<file path="src/rtl/ifetch_queue_if.sv">
// Bundles the core-facing instruction window and the program-memory request
// port of the instruction prefetch queue.
interface ifetch_queue_if;
  // Memory side: a request transfers on a cycle with mem_rd=1 and mem_ready=1.
  // While mem_ready=0 the requester holds mem_rd and mem_addr. mem_valid has no
  // back-pressure and returns one word for each accepted request, no earlier
  // than the cycle after the transfer. Core side: iread_data is meaningful
  // only when ivalid=1, and the core holds iread_addr while ivalid=0.
  logic [15:0] iread_addr;
  logic [23:0] iread_data;
  logic        ivalid;
  logic [15:0] mem_addr;
  logic        mem_rd;
  logic        mem_ready;
  logic [15:0] mem_data;
  logic        mem_valid;

  modport slave (
    input  iread_addr, mem_ready, mem_data, mem_valid,
    output iread_data, ivalid, mem_addr, mem_rd
  );

  modport master (
    output iread_addr, mem_ready, mem_data, mem_valid,
    input  iread_data, ivalid, mem_addr, mem_rd
  );
endinterface

</file>
<file path="src/rtl/ifetch_queue.sv">
// Instruction prefetch queue: fetches 16-bit words into a circular byte queue
// and presents the 3-byte instruction window at the core's read address.
module ifetch_queue #(
  parameter int          QDEPTH   = 8,
  parameter logic [15:0] RESET_PC = 16'h4000
) (
  input  logic          clk,
  input  logic          reset,
  ifetch_queue_if.slave bus
);

  localparam int IW = $clog2(QDEPTH);
  localparam int CW = $clog2(QDEPTH + 1);
  localparam int SW = CW + 1;

  logic [15:0]   qbase_q, qbase_d;
  logic [IW-1:0] rdptr_q, rdptr_d;
  logic [CW-1:0] qcnt_q, qcnt_d;
  logic [15:0]   faddr_q, faddr_d;
  logic          outstanding_q, outstanding_d;
  logic          stale_q, stale_d;
  logic          drop_low_q, drop_low_d;
  logic [7:0]    q_q [QDEPTH];
  logic [7:0]    q_d [QDEPTH];

  logic [15:0]   d;
  logic [1:0]    d2;
  logic          hit;
  logic [CW-1:0] avail;
  logic          ivalid;
  logic          room;
  logic          mem_rd;
  logic          accept;
  logic          resp;
  logic [CW-1:0] npush;
  logic [IW-1:0] ridx0, ridx1, ridx2;
  logic [IW-1:0] widx0, widx1;

  // Sums handed in never reach 2*QDEPTH+1, so two conditional subtracts suffice
  // even when QDEPTH is not a power of two.
  function automatic logic [IW-1:0] wrap_idx(input logic [SW-1:0] s);
    logic [SW-1:0] r;
    r = s;
    if (r >= SW'(2 * QDEPTH)) r = r - SW'(2 * QDEPTH);
    else if (r >= SW'(QDEPTH)) r = r - SW'(QDEPTH);
    return r[IW-1:0];
  endfunction

  always_comb begin
    d      = bus.iread_addr - qbase_q;
    d2     = d[1:0];
    hit    = (d <= 16'd3) && (d <= 16'(qcnt_q));
    avail  = qcnt_q - CW'(d2);
    ivalid = reset && hit && (avail >= CW'(3));
    ridx0  = wrap_idx(SW'(rdptr_q) + SW'(d2));
    ridx1  = wrap_idx(SW'(rdptr_q) + SW'(d2) + SW'(1));
    ridx2  = wrap_idx(SW'(rdptr_q) + SW'(d2) + SW'(2));
    widx0  = wrap_idx(SW'(rdptr_q) + SW'(qcnt_q));
    widx1  = wrap_idx(SW'(rdptr_q) + SW'(qcnt_q) + SW'(1));
    // Space is reserved for the in-flight word as well as the new one.
    room   = (SW'(qcnt_q) + (outstanding_q ? SW'(2) : SW'(0)) + SW'(2)) <= SW'(QDEPTH);
    mem_rd = reset && hit && (!outstanding_q || bus.mem_valid) && room;
    accept = mem_rd && bus.mem_ready;
    resp   = bus.mem_valid && outstanding_q;
  end

  assign bus.ivalid     = ivalid;
  assign bus.iread_data = ivalid ? {q_q[ridx2], q_q[ridx1], q_q[ridx0]} : 24'h0;
  assign bus.mem_rd     = mem_rd;
  assign bus.mem_addr   = faddr_q;

  always_comb begin
    qbase_d       = qbase_q;
    rdptr_d       = rdptr_q;
    qcnt_d        = qcnt_q;
    faddr_d       = faddr_q;
    outstanding_d = outstanding_q;
    stale_d       = stale_q;
    drop_low_d    = drop_low_q;
    q_d           = q_q;
    npush         = '0;

    if (!hit) begin
      qbase_d    = bus.iread_addr;
      rdptr_d    = '0;
      qcnt_d     = '0;
      faddr_d    = {bus.iread_addr[15:1], 1'b0};
      drop_low_d = bus.iread_addr[0];
      // A response landing in the redirect cycle is simply discarded; one that
      // has not arrived yet must be dropped when it does.
      if (resp) begin
        outstanding_d = 1'b0;
        stale_d       = 1'b0;
      end else if (outstanding_q) begin
        stale_d = 1'b1;
      end
    end else begin
      qbase_d = qbase_q + d;
      rdptr_d = wrap_idx(SW'(rdptr_q) + SW'(d2));
      if (resp) begin
        outstanding_d = 1'b0;
        if (stale_q) begin
          stale_d = 1'b0;
        end else if (drop_low_q) begin
          q_d[widx0] = bus.mem_data[15:8];
          npush      = CW'(1);
          drop_low_d = 1'b0;
        end else begin
          q_d[widx0] = bus.mem_data[7:0];
          q_d[widx1] = bus.mem_data[15:8];
          npush      = CW'(2);
          drop_low_d = 1'b0;
        end
      end
      if (accept) begin
        faddr_d       = faddr_q + 16'd2;
        outstanding_d = 1'b1;
      end
      qcnt_d = qcnt_q - CW'(d2) + npush;
    end
  end

  always_ff @(posedge clk or negedge reset) begin
    if (!reset) begin
      qbase_q       <= RESET_PC;
      rdptr_q       <= '0;
      qcnt_q        <= '0;
      faddr_q       <= {RESET_PC[15:1], 1'b0};
      outstanding_q <= 1'b0;
      stale_q       <= 1'b0;
      drop_low_q    <= RESET_PC[0];
      for (int i = 0; i < QDEPTH; i++) q_q[i] <= '0;
    end else begin
      qbase_q       <= qbase_d;
      rdptr_q       <= rdptr_d;
      qcnt_q        <= qcnt_d;
      faddr_q       <= faddr_d;
      outstanding_q <= outstanding_d;
      stale_q       <= stale_d;
      drop_low_q    <= drop_low_d;
      q_q           <= q_d;
    end
  end

endmodule

</file>
<file path="src/flat_wrapper.sv">
// flat-port wrapper written by rule: the top's interface ports become plain ports
module ifetch_queue_flat 
#(
  parameter int          QDEPTH   = 8,
  parameter logic [15:0] RESET_PC = 16'h4000
)
  (clk, reset, bus_iread_addr, bus_mem_ready, bus_mem_data, bus_mem_valid, bus_iread_data, bus_ivalid, bus_mem_addr, bus_mem_rd);
  ifetch_queue_if bus_i ();
  input  logic clk;
  input  logic reset;
  input wire logic [$bits(bus_i.iread_addr)-1:0] bus_iread_addr;
  input wire logic [$bits(bus_i.mem_ready)-1:0] bus_mem_ready;
  input wire logic [$bits(bus_i.mem_data)-1:0] bus_mem_data;
  input wire logic [$bits(bus_i.mem_valid)-1:0] bus_mem_valid;
  output wire logic [$bits(bus_i.iread_data)-1:0] bus_iread_data;
  output wire logic [$bits(bus_i.ivalid)-1:0] bus_ivalid;
  output wire logic [$bits(bus_i.mem_addr)-1:0] bus_mem_addr;
  output wire logic [$bits(bus_i.mem_rd)-1:0] bus_mem_rd;
  assign bus_i.iread_addr = bus_iread_addr;
  assign bus_i.mem_ready = bus_mem_ready;
  assign bus_i.mem_data = bus_mem_data;
  assign bus_i.mem_valid = bus_mem_valid;
  assign bus_iread_data = bus_i.iread_data;
  assign bus_ivalid = bus_i.ivalid;
  assign bus_mem_addr = bus_i.mem_addr;
  assign bus_mem_rd = bus_i.mem_rd;
  ifetch_queue #(.QDEPTH(QDEPTH), .RESET_PC(RESET_PC)) u_core (.clk(clk), .reset(reset), .bus(bus_i));
endmodule
</file>
<file path="config.mk">
export PLATFORM = sky130hd
export DESIGN_NAME = ifetch_queue_flat
export DESIGN_NICKNAME = d
export VERILOG_FILES = /design/src/rtl/ifetch_queue_if.sv /design/src/rtl/ifetch_queue.sv /design/src/flat_wrapper.sv
export SDC_FILE = /design/constraint.sdc
export NUM_CORES = 1
export LEC_CHECK = 0
export CELL_PAD_IN_SITES_DETAIL_PLACEMENT = 2
export CELL_PAD_IN_SITES_GLOBAL_PLACEMENT = 2
export CORE_MARGIN = 8
export CORE_UTILIZATION = 43
export DETAILED_ROUTE_END_ITERATION = 6
export DONT_BUFFER_PORTS = 1
export GPL_TIMING_DRIVEN = 1
export MAX_ROUTING_LAYER = met4
export PLACE_DENSITY = 0.95
export SYNTH_ARGS = -nofsm -noshare
export SYNTH_HDL_FRONTEND = slang
export SYNTH_SLANG_ARGS = --single-unit
</file>
<file path="constraint.sdc">
create_clock -name clk -period 13.8 [get_ports clk]
set_input_delay 4.14 -clock clk [delete_from_list [all_inputs] [get_ports clk]]
set_output_delay 4.14 -clock clk [all_outputs]
set_load 0.1 [all_outputs]
</file>
### Yosys cells after proc, flatten, opt, wreduce, memory -nomap -nowiden

Cells that the tools add are included.

| cells by class | value |
|---|---|
| add/subtract/negate cells | 22 |
| order comparisons | 21 |
| equality and inequality tests | 3 |
| muxes and demuxes | 48 |
| bitwise gates (word level) | 6 |
| reduce and logical (&&, ||, !) cells | 15 |

Operators with widths:

| cell | count |
|---|---|
| bitwise mux 64 bit | 3 |
| binary-select mux 8 bit (select 3 bit) | 3 |
| 2-to-1 mux 64 bit | 1 |
| 2-to-1 mux 8 bit | 8 |
| demux 8 bit (select 3 bit) | 2 |
| 2-to-1 mux 16 bit | 3 |
| 2-to-1 mux 3 bit | 11 |
| subtractor 3 x 1 -> 3 bit (second input constant) | 10 |
| >= comparator 4 bit (second input constant) | 6 |
| 2-to-1 mux 24 bit | 1 |
| >= comparator 5 x 4 -> 1 bit (second input constant) | 4 |
| >= comparator 5 bit (second input constant) | 4 |
| NOT 3 -> 4 bit | 5 |
| adder 16 bit | 1 |
| adder 16 x 2 -> 16 bit (second input constant) | 1 |
| <= comparator 16 x 2 -> 1 bit (second input constant) | 1 |
| <= comparator 16 x 4 -> 1 bit | 1 |
| 2-to-1 mux 4 bit | 4 |
| subtractor 16 bit | 1 |
| 2-to-1 mux 1 bit | 10 |
| logical AND 1 bit | 9 |
| less-than comparator 4 x 1 -> 1 bit (second input constant) | 2 |
| != test 2 bit (second input constant) | 3 |
| adder 3 x 4 -> 5 bit | 1 |
| 18 further kinds | 20 |

| word-level totals | value |
|---|---|
| bits in registers | 106 |
| input port bits | 36 |
| output and inout bits | 42 |

### Longest topological paths before layout

| logic depth | value |
|---|---|
| depth in word-level cells | 12 |
| depth in mapped cells | 17 |
| depth with buffers taken out | 16 |

### Worst setup path after synthesis

Ideal clock, no wire load.

| path | value |
|---|---|
| path type | input-to-output |
| start | in bus_iread_addr[0] |
| end | out bus_iread_data[14] |
| data arrival time | 10386 ps |
| data required time | 9660 ps |
| setup slack | -726 ps |
| stages on the path | 13 |
| buffers on the path | 3 |
| cells stage by stage | inv_1 -> ha_1 -> fa_1 -> fa_1 -> clkbuf_1 -> clkbuf_1 -> inv_1 -> ha_1 -> xor2_1 -> buf_2 -> mux4_2 -> mux2i_1 -> nor4_1 |

| on the way | value |
|---|---|
| longest elaborated chain between the ends | 11 |
| elaborated cells between the ends (all ways) | 21 |

Ends and longest elaborated chain:

| what | RTL line | RTL |
|---|---|---|
| start, declared | flat_wrapper.sv:11 | `input wire logic [$bits(bus_i.iread_addr)-1:0] bus_iread_addr;` |
| subtractor 16 bit * | ifetch_queue.sv:50 | `d = bus.iread_addr - qbase_q;` |
| adder 3 x 2 -> 4 bit | ifetch_queue.sv:56 | `ridx1 = wrap_idx(SW'(rdptr_q) + SW'(d2) + SW'(1));` |
| adder 4 x 1 -> 5 bit | ifetch_queue.sv:56 |  |
| >= comparator 5 x 4 -> 1 bit or subtractor 3 x 1 -> 3 bit (tied branches) | ifetch_queue.sv:45, ifetch_queue.sv:44 |  |
| 2-to-1 mux 3 bit | ifetch_queue.sv:45 | `else if (r >= SW'(QDEPTH)) r = r - SW'(QDEPTH);` |
| 2-to-1 mux 3 bit | ifetch_queue.sv:44 | `if (r >= SW'(2 * QDEPTH)) r = r - SW'(2 * QDEPTH);` |
| NOT 3 -> 4 bit (not written as such) | ifetch_queue.sv:68 | `assign bus.iread_data = ivalid ? {q_q[ridx2], q_q[ridx1], q_q[ridx0]} : 24'h0;` |
| binary-select mux 8 bit (select 3 bit) | ifetch_queue.sv:68 |  |
| 2-to-1 mux 8 bit (not written as such) (2 in series) | ifetch_queue.sv:68 |  |
| 2-to-1 mux 24 bit * | ifetch_queue.sv:68 |  |
| end, declared | flat_wrapper.sv:15 | `output wire logic [$bits(bus_i.iread_data)-1:0] bus_iread_data;` |

Mark *: on every way between the ends. The rest lies on a longest branch, timed or not. The select of a mux whose other input is x is not followed.

### Worst setup path in the final report

| path | value |
|---|---|
| start | in bus_iread_addr[0] |
| end | out bus_iread_data[5] |

| on the way | value |
|---|---|
| longest elaborated chain between the ends | 10 |
| elaborated cells between the ends (all ways) | 20 |

Ends and longest elaborated chain:

| what | RTL line | RTL |
|---|---|---|
| subtractor 16 bit * | ifetch_queue.sv:50 |  |
| adder 3 x 2 -> 4 bit | ifetch_queue.sv:55 | `ridx0 = wrap_idx(SW'(rdptr_q) + SW'(d2));` |
| >= comparator 4 bit or subtractor 3 x 1 -> 3 bit (tied branches) | ifetch_queue.sv:45, ifetch_queue.sv:44 |  |
| 2-to-1 mux 3 bit | ifetch_queue.sv:45 |  |
| 2-to-1 mux 3 bit | ifetch_queue.sv:44 |  |
| NOT 3 -> 4 bit (not written as such) | ifetch_queue.sv:68 |  |
| binary-select mux 8 bit (select 3 bit) | ifetch_queue.sv:68 |  |
| 2-to-1 mux 8 bit (not written as such) (2 in series) | ifetch_queue.sv:68 |  |
| 2-to-1 mux 24 bit * | ifetch_queue.sv:68 |  |

Marks and branches as above.

==> impl_results.md <==
- Drt total wl: 43700 um
- Clock Skews: 0.0268 ns
- IO Count: 78
- Synth area leaders: dfrtp_1, ha_1, mux4_2
- Inserted Clock Buffers: 9
- Fillers: 2068
- Adder-Cell Fraction of Synth Area: 7.94%
- Drt wl/cell: 34.5 um
- Mean post-synth cell area: 8.65 um2
- Dpl cell area: 9630 um2
- Setup Fix Bufs, Post-CTS: 0
- Final setup fails: 0
- Post-Syn Area: 8760 um2
- Final instance count without filler cells: 1267
- Simple-gate portion of the synthesized area: 16.5%
- Worst-margin pin slew: 1.26 ns
- Max Clk Rate: 80.7 MHz
- EDFF count, synth: 0
- Inst Count DP: 1249
- Initial DRC Count: 918
- Initial antenna violation count: 0
- Ys flop type: dfrtp_1
- Unrepaired setup endpoints after global routing: false
- Mux contribution to synthesized area: 15.1%
- Final Max Tran Viols: 0
- Register share of total power: 37.7%
- Net Sw Power: 0.356 mW
- Nets@finish: 1078
- Final-report hold violation count: 0
- Crit path arrival time: 8.26 ns
- Crit-path slowest cell: a2111oi_2
- Row count: 52
- Initial core utilization: 43.6%
- Switch share: 39.9%
- Clock sinks: 105
- Largest family of logic cells by synthesized area: compound AO/OA/AOI/OAI gates
- Die area: 25200 um2
- Total GRT Usage: 35.0%
- Largest net degree at the start of global routing: 108
- WS Path Type: in -> out
- Pwr dens: 89.8 nW/um2
- Register bit total from synthesis: 105
- Crit path max fanout: 33
- Post_cts resized: 0
- Area share of the largest cell type after synthesis: 29.4%
- Core area: 20100 um2
- Internal power: 0.536 mW
- Clock Path Buffers: 2
- Gp weighted congestion: 0.884
- Worst path max stage delay: 0.99 ns
- Vias per std cell: 7.19
- Synth Net Count: 1101
- First-pass detailed-route iteration total: 6
- Worst setup SP type: input port
- Synth area leader: dfrtp_1
- Layout Utilization: 49.5%
- CTS tree: yes
- Clock Latency Late Sink: 0.39 ns
- Crit-path cells: inv_1 -> ha_1 -> fa_1 -> nor2b_2 -> o2111ai_1 -> nand4_2 -> a2111oi_2 -> nor3_1 -> nand4_1 -> buf_4 -> nor4_2 -> clkbuf_16
- Share of cells above drive strength 1: 13.0%
- Compound-Gate Fraction of Synth Area: 20.3%
- Leak: 4.01 nW
- Setup crit end kind: primary output
- Via count: 9111
- Die height: 159 um
- Clk Tree Root Cell: clkbuf_16
- CTS H-tree depth: 3
- Hold buffer count at cts: 0
- Worst-path clk slew: 0.08 ns
- Die W: 159 um
- Sequential share of the synthesized area: 30.0%
- DRC Markers: 0
- Area Growth Syn to Fin: 13.4%
- Comb power frac: 29.8%
- First-pass GRT wire length: 67300 um
- Final Critical Period: 12.40 ns
- Rel. slew slack: 15.4%
- Final hold slack: 0.575 ns
- Post-DP HPWL: 28700 um
- Syn Inst Count: 1013
- Overflow after GRT: 0
- Total of max-cap violations: 0
- Maximum vdd drop: 0.0577 mV
- Vias in the first global route: 9965
- Port buffer count: 0
- Asr flop ratio synth: 100%
- Status: finished, final reports clean
- Tcrit/Tclk final: 89.8%
- CP required: 9.66 ns
- Design Area, Final: 9940 um2
- Yosys warnings: 0
- Clk pwr share: 32.5%
- Netlist cell types: 70
- Worst min path class: reg -> reg
- Routed Antenna Nets: 0
- Xor/xnor share of the synthesized area: 4.45%
[per-stage QoR]
stage	setup WS (ns)	TNS (ns)	power, mW
floorplan	-0.132	-1.59	0.517
global placement	1.86	0	0.556
detailed placement	1.59	0	0.583
CTS	1.43	0	0.881
global route	1.25	0	0.907
finish	1.40	0	0.892
[placed cells by master (no fill, tap or decap), types with 5 or more instances in the layout]
master,synthesis,layout
nor2_1,107,107
nand4_1,13,13
xor2_1,10,9
nor4_2,0,15
mux2_1,27,27
mux2_2,8,8
a211o_1,5,5
o21ai_0,88,88
buf_16,0,14
o21a_1,5,5
clkbuf_16,0,12
ha_1,46,45
nand2b_1,5,5
nor3_1,24,23
nand3_1,17,17
nand2_1,46,46
dfrtp_1,103,103
buf_4,3,17
mux2i_1,39,39
mux4_2,24,24
o21ai_1,67,66
o21bai_1,5,5
xnor2_1,32,31
fa_1,6,6
inv_1,42,42
a21oi_1,92,92
nor2b_1,5,5
and3_1,9,9
a211oi_1,13,13
a21o_1,7,7
nor4_4,0,9
nor4_1,35,11
[routing by layer]
layer  GRT usage (%)  up-vias  wire [um]
met5               -        -          0
li1                -     3660          -
met1            42.2     4718      17000
met3            7.89      175       3940
met2            55.7      558      20800
met4            14.8        0       2010
[cell usage after synthesis, types with 32 or more instances]
cell type / n
mux2i_1: 39
o21ai_0: 88
nand2_1: 46
inv_1: 42
nor4_1: 35
o21ai_1: 67
a21oi_1: 92
xnor2_1: 32
clkbuf_1: 40
dfrtp_1: 103
ha_1: 46
nor2_1: 107
[power groups by stage]
| stage | Clock, mW | Sequential, mW | Combinational, mW |
|---|---|---|---|
| after floorplan | 0 | 0.339 | 0.178 |
| after global placement | 0 | 0.341 | 0.215 |
| after detailed placement | 0 | 0.342 | 0.241 |
| after CTS | 0.287 | 0.336 | 0.258 |
| after global routing | 0.294 | 0.337 | 0.276 |
| final | 0.290 | 0.336 | 0.266 |
[critical path: cells and delay by family]
family / cells / cell delay, ns
adders and majority gates: 2 / 0.73
and+or+nand+nor: 5 / 1.08
AOI/OAI and AO/OA: 2 / 1.35
buffers and inverters: 3 / 0.89
[registers in the layout, summed over array words and instances, names as in the netlist]
register and flops:
u_core.qcnt_q 4, u_core.drop_low_q 1, u_core.outstanding_q 1, u_core.stale_q 1
u_core.bus.mem_addr 15, u_core.q_q 64, u_core.rdptr_q 3, u_core.qbase_q 16
[logic make-up after synthesis]
group,count (synthesis)
buffers and inverters,111
flip-flops,105
AO/OA/AOI/OAI,312
XOR/XNOR,43
other,1
AND/OR/NAND/NOR,291
multiplexers,98
adder cells (fa/ha/maj),52
[layout make-up]
type	count	area, um2	area share (%)
multi-input combinational	797	5910	59.5
sequential	105	2630	26.5
timing repair buffer	34	588	5.91
tap	270	338	3.40
clock buffer	10	239	2.40
inverter	43	161	1.62
clock inverter	6	66.3	0.667
antenna	2	5.00	0.0503
[final timing paths]
kind,start,end,slack [ns],cells past startpoint
worst max-delay path,bus_iread_addr[0],bus_iread_data[5],1.40,12
max in group asynchronous,reset,u_core.qbase_q[14]$_DFF_PN1_,10.15,0
worst min register to register,u_core.outstanding_q$_DFF_PN0_,u_core.outstanding_q$_DFF_PN0_,0.58,2
worst min-delay path,u_core.outstanding_q$_DFF_PN0_,u_core.outstanding_q$_DFF_PN0_,0.58,2
min in group asynchronous,reset,u_core.bus.mem_addr[12]$_DFFE_PN0P_,3.44,0
worst max register to register,u_core.qbase_q[1]$_DFF_PN0_,u_core.q_q[62]$_DFFE_PN0P_,8.34,15
No activity file was read; power rests on OpenSTA's default activity.
